File: src/rtl/hub75_scan.sv
// HUB75 scan/modulation stage: fetches pixels, shifts one BCM bitplane per row pass,
// latches it and holds output enable low for a time weighted by the bitplane index.
module hub75_scan #(
    parameter int hpixel_p   = 64,
    parameter int vpixel_p   = 64,
    parameter int bpp_p      = 8,
    parameter int segments_p = 2,
    parameter int oe_base_p  = 4,
    localparam int rows_p       = vpixel_p / segments_p,
    localparam int row_w_p      = $clog2(rows_p),
    localparam int addr_width_p = $clog2(hpixel_p * vpixel_p)
) (
    input  logic                            clk,
    input  logic                            rst,
    input  logic                            i_en,
    output logic [addr_width_p-1:0]         o_rd_addr,
    input  logic [segments_p*3*bpp_p-1:0]   i_rd_data,
    output logic [segments_p*3-1:0]         o_rgb,
    output logic                            o_clk,
    output logic                            o_lat,
    output logic                            o_oe,
    output logic [row_w_p-1:0]              o_addr,
    output logic                            o_frame_sync
);

    localparam int col_w_p  = $clog2(hpixel_p + 1);
    localparam int bit_w_p  = $clog2(bpp_p);
    localparam int disp_w_p = $clog2((oe_base_p << (bpp_p - 1)) + 1);

    localparam logic [1:0] ST_IDLE    = 2'd0;
    localparam logic [1:0] ST_SHIFT   = 2'd1;
    localparam logic [1:0] ST_LATCH   = 2'd2;
    localparam logic [1:0] ST_DISPLAY = 2'd3;

    logic [1:0]                           state;
    logic [col_w_p-1:0]                   col;
    logic                                 phase;
    logic [row_w_p-1:0]                   row;
    logic [bit_w_p-1:0]                   b;
    logic [disp_w_p-1:0]                  disp_cnt;
    logic [disp_w_p-1:0]                  disp_load;
    logic                                 last_row;
    logic                                 last_bit;
    logic [segments_p*3-1:0][bpp_p-1:0]   pix;
    logic [segments_p*3-1:0]              plane;

    // View the read word as [seg*3+ch][bit] and pick the current bitplane.
    assign pix = i_rd_data;
    for (genvar g = 0; g < segments_p * 3; g++) begin : g_plane
        assign plane[g] = pix[g][b];
    end

    assign last_row  = (row == row_w_p'(rows_p - 1));
    assign last_bit  = (b == bit_w_p'(bpp_p - 1));
    assign disp_load = disp_w_p'(oe_base_p << b);

    // Each SHIFT cycle is 2*col+phase; all outputs are registered for the following cycle.
    always_ff @(posedge clk) begin
        if (rst) begin
            state        <= ST_IDLE;
            col          <= '0;
            phase        <= 1'b0;
            row          <= '0;
            b            <= '0;
            disp_cnt     <= '0;
            o_rd_addr    <= '0;
            o_rgb        <= '0;
            o_clk        <= 1'b0;
            o_lat        <= 1'b0;
            o_oe         <= 1'b1;
            o_addr       <= '0;
            o_frame_sync <= 1'b0;
        end else begin
            o_clk        <= 1'b0;
            o_lat        <= 1'b0;
            o_frame_sync <= 1'b0;
            case (state)
                ST_IDLE: begin
                    o_oe <= 1'b1;
                    if (i_en) begin
                        state     <= ST_SHIFT;
                        row       <= '0;
                        b         <= '0;
                        col       <= '0;
                        phase     <= 1'b0;
                        o_rd_addr <= '0;
                    end
                end
                ST_SHIFT: begin
                    phase <= ~phase;
                    if (phase) begin
                        col <= col + col_w_p'(1);
                    end
                    if (phase && col < col_w_p'(hpixel_p - 1)) begin
                        o_rd_addr <= addr_width_p'(int'(row) * hpixel_p + int'(col) + 1);
                    end
                    if (phase && col < col_w_p'(hpixel_p)) begin
                        o_rgb <= plane;
                    end
                    o_clk <= ~phase && (col != '0);
                    if (phase && col == col_w_p'(hpixel_p)) begin
                        state  <= ST_LATCH;
                        o_lat  <= 1'b1;
                        o_addr <= row;
                    end
                end
                ST_LATCH: begin
                    state    <= ST_DISPLAY;
                    o_oe     <= 1'b0;
                    disp_cnt <= disp_load - disp_w_p'(1);
                    if (disp_load == disp_w_p'(1) && last_row && last_bit) begin
                        o_frame_sync <= 1'b1;
                    end
                end
                ST_DISPLAY: begin
                    if (disp_cnt == '0) begin
                        o_oe  <= 1'b1;
                        col   <= '0;
                        phase <= 1'b0;
                        if (!i_en) begin
                            state <= ST_IDLE;
                            row   <= '0;
                            b     <= '0;
                        end else begin
                            state <= ST_SHIFT;
                            if (!last_bit) begin
                                b         <= b + bit_w_p'(1);
                                o_rd_addr <= addr_width_p'(int'(row) * hpixel_p);
                            end else begin
                                b <= '0;
                                if (last_row) begin
                                    row       <= '0;
                                    o_rd_addr <= '0;
                                end else begin
                                    row       <= row + row_w_p'(1);
                                    o_rd_addr <= addr_width_p'((int'(row) + 1) * hpixel_p);
                                end
                            end
                        end
                    end else begin
                        disp_cnt <= disp_cnt - disp_w_p'(1);
                        if (disp_cnt == disp_w_p'(1) && last_row && last_bit) begin
                            o_frame_sync <= 1'b1;
                        end
                    end
                end
                default: state <= ST_IDLE;
            endcase
        end
    end

endmodule

File: config.mk
export PLATFORM = sky130hd
export DESIGN_NAME = hub75_scan
export DESIGN_NICKNAME = d
export VERILOG_FILES = /design/src/rtl/hub75_scan.sv
export SDC_FILE = /design/constraint.sdc
export NUM_CORES = 1
export LEC_CHECK = 0
export ABC_AREA = 0
export ABC_CLOCK_PERIOD_IN_PS = 3880
export CORE_UTILIZATION = 52
export DETAILED_ROUTE_END_ITERATION = 10
export GPL_TIMING_DRIVEN = 0
export HOLD_SLACK_MARGIN = 0.12
export PLACE_DENSITY_LB_ADDON = 0.3
export SYNTH_ARGS = -nofsm -noshare
export SYNTH_HDL_FRONTEND = slang
export SYNTH_SLANG_ARGS = --single-unit
File: constraint.sdc
create_clock -name clk -period 3.88 [get_ports clk]
set_input_delay 0.776 -clock clk [delete_from_list [all_inputs] [get_ports clk]]
set_output_delay 0.776 -clock clk [all_outputs]
set_load 0.02 [all_outputs]
==> out/qor.csv <==
stage;metric;value;unit
grt;gr ovfl total;0;
min_path;Hold Startpoint;o_rd_addr[11];
worst_setup_path;flop-to-flop setup slack;0.91;ns
clocking;post-CTS sizing;0;
grt;pin count of the biggest net entering global routing;17;
worst_setup_path;reg2reg start;b[0];
final_layout;antenna diode count;0;
timing;setup TNS;0;ns
final_layout;NumNets Final;577;
yosys;ys async rst share;0;%
place;PortBufs;76;
timing;RSZ-0062 raised after global routing;false;
drt;DR pass1 iterations;8;
yosys;mean post-synth cell area;8.468;um^2
timing;Slew Viols, Final;0;
yosys;Post-synth top cells;dfxtp_1 (55), nand2_1 (47), nor2_1 (40);
job;Max Cap Viol;0;
drt;met2 wire len;4.588;mm
timing;achievable frequency;336.9;MHz
yosys;Mapped Cells;422;
timing;period utilization;76.50;%
grt;first-pass GRT wire length;15.20;mm
final_layout;Layout fillers;532;
timing;Final min period;2.968;ns
drt;WL/cell;15.63;um
clocking;Max Buffers Root-to-Sink;2;
power_and_ir_drop;peak supply drop;0.2313;mV
power_and_ir_drop;power per cell area;481.8;nW/um^2
yosys;proportion of synthesized area in mux cells;10.36;%
clocking;root buf cell;clkbuf_8;
yosys;Adder-Cell Fraction of Synth Area;7.353;%
final_layout;area occupied by multi-input gates;2292;um^2
yosys;most frequent cell after synthesis;dfxtp_1;
run_status;status;finished with violations;
yosys;share of Yosys cell area claimed by the top area cell type;30.81;%
drt;vias per cell;6.039;
yosys;Post-synth EDFFs;0;
timing;setup slack after layout;0.9118;ns
place;HPWL after DPL;6.894;mm
final_layout;Register Area;1101;um^2
drt;Antenna Nets Post-Route;0;
run_status;violated checks;design-rule violations;
final_layout;share of layout cells above drive strength 1;7.708;%
grt;vias in the first global route;3301;
die;Die Area;7207;um^2
worst_setup_path;Max FO, Critical Path;10;
timing;Setup violations, final;0;
min_path;Hold Path End;o_rd_addr[11];
yosys;largest family of logic cells by synthesized area;simple AND/OR/NAND/NOR gates;
worst_setup_path;Crit Path Class;flop to flop;
timing;skew final;0.009613;ns
place;GP Congestion;0.9091;
clocking;htree depth;2;
die;I/O pin cnt;78;
worst_setup_path;CP Data Required Time;4.12;ns
timing;Worst Tran Pin Value;0.7829;ns
die;Row Count;29;
timing;Max-slew headroom;47.41;%
drt;max layer used;met4;
clocking;cts bufs inserted;5;
clocking;clock sinks;55;
worst_setup_path;startpoint types;flop;
yosys;post-synthesis sequential area ratio;30.81;%
grt;total track usage;26.32;%
timing;Hold Vio Cnt, Final;0;
yosys;Synth Cell Area;3573;um^2
worst_setup_path;CP Capture Type;flop;
drt;1st-iter DRT viols;238;
clocking;postcts setup bufs;0;
yosys;Synth area leader;dfxtp_1;
yosys;Yosys warnings;0;
die;chip width;84.90;um
yosys;Yosys cell types;59;
worst_setup_path;Worst R2R End;disp_cnt[8];
yosys;ys flop type;dfxtp_1;
drt;routed via count;3521;
grt;initial antenna violation count;0;
die;Initial Util;55.02;%
drt;DRC viols;5;
die;core box area;6495;um^2
yosys;Seq cells post-synth;55;
clocking;Hold Buf Count CTS;0;
yosys;syn nets;494;
drt;DRT met1 WL;3.780;mm
die;Die H;84.90;um
power_and_ir_drop;Pleak;0.001627;uW
clocking;Clock Latency Late Sink;0.31;ns
yosys;area fraction in and, or, nand and nor cells after synthesis;23.70;%
place;Place WS;0.9293;ns
yosys;Synth Area in Compound Gates;20.27;%
min_path;HP Class;flop to flop;
worst_setup_path;Critical Path AT;3.21;ns
clocking;CTS tree;built;
min_path;Min-Delay Path Depth;2;
clocking;CTS clock-pin slew for the worst setup and hold paths;0.10;ns
final_layout;Layout area overhead;26.89;%
drt;routed wl met3;639;um
yosys;leading post-synthesis cells by cell area;dfxtp_1 (31%), mux4_2 (7.6%), ha_1 (7.4%);
drt;drt total wl;9.115;mm
yosys;Post-Synth XOR/XNOR Area;2.451;%
worst_setup_path;r2r worst-path depth;11;
metrics by stage:
step,util (%),hold WS (ns),area [um^2],std cells,power [uW]
after detailed placement,68.21,0.4449,4431,575,1822
after global placement,68.21,0.4405,4431,575,1793
after global routing,69.81,0.4732,4534,583,2332
final,69.81,0.4559,4534,583,2184
after CTS,69.81,0.4577,4534,583,2179
after floorplan,-,0.4828,3573,422,1501
worst max-delay path, cell delays in order, from the launching register on:
cell and delay (ns):
dfxtp_1 0.37, clkbuf_1 0.36, buf_2 0.39, inv_1 0.15
ha_1 0.32, nand2b_1 0.14, ha_1 0.19, nand2b_1 0.13
or3b_2 0.47, a21oi_1 0.14, o21ai_0 0.11, a21oi_1 0.15
layout make-up:
cell class | count | area share [%]
sequential | 55 | 24.28
timing repair buffer | 76 | 16.78
inverter | 17 | 1.407
tap | 77 | 2.125
buffer | 28 | 2.566
multi-input combinational | 322 | 50.55
clock buffer | 7 | 2.125
clock inverter | 1 | 0.1656
where the power goes:
part | switching, uW | total (uW) | internal (uW)
clock network | 190 | 353 | 163
registers | 74.0 | 718 | 644
logic | 650 | 1110 | 464
cells by family after synthesis:
kind of cell	Yosys count
flip-flops	55
multiplexers	22
AO/OA/AOI/OAI	107
adder cells (fa/ha/maj)	21
XOR/XNOR	10
AND/OR/NAND/NOR	162
buffers and inverters	45
per-layer routing:
metal,up-vias,GRT usage [%]
li1,1707,-
met1,1640,32.47
met2,164,47.01
met3,10,4.475
met4,0,8.166
met5,-,0
flip-flops by register name, indices dropped and copies added, names as in the netlist, 2 cells and up:
signal	flops
o_rd_addr	12
disp_cnt	10
col	7
o_rgb	6
o_addr	5
row	5
b	3
state	2
cells in the final DEF (no fill, tap or decap), types with 3 or more instances in the layout:
master	n
nand2_1	47
nor2b_1	5
buf_2	3
clkdlybuf4s50_1	76
and3_1	8
a22oi_1	4
or4_1	3
xnor2_1	7
o21ai_0	25
mux4_2	12
clkbuf_8	7
nand3_1	11
nand4_1	3
ha_1	21
clkbuf_1	22
nor2_1	40
nand2b_1	9
xor2_1	3
nand3b_1	3
dfxtp_1	55
nor3_1	13
o31ai_1	4
a31oi_1	3
inv_1	16
nor4_4	3
a21o_1	5
a311oi_1	8
a41oi_1	3
nor4_1	5
mux2i_1	10
a211oi_1	8
a21oi_1	29
worst max-delay path by stage:
stage | from | slack, ns | cells after the start | endpoint
after global placement | i_en | 0.94 | 7 | o_rd_addr[7]
final | b[0] | 0.91 | 11 | disp_cnt[8]
after detailed placement | b[0] | 0.93 | 11 | disp_cnt[8]
after global routing | b[0] | 0.71 | 11 | disp_cnt[8]
after floorplan | b[0] | 1.35 | 11 | disp_cnt[8]
after CTS | b[0] | 0.90 | 11 | disp_cnt[8]
Power figures use the tool's default switching activity.
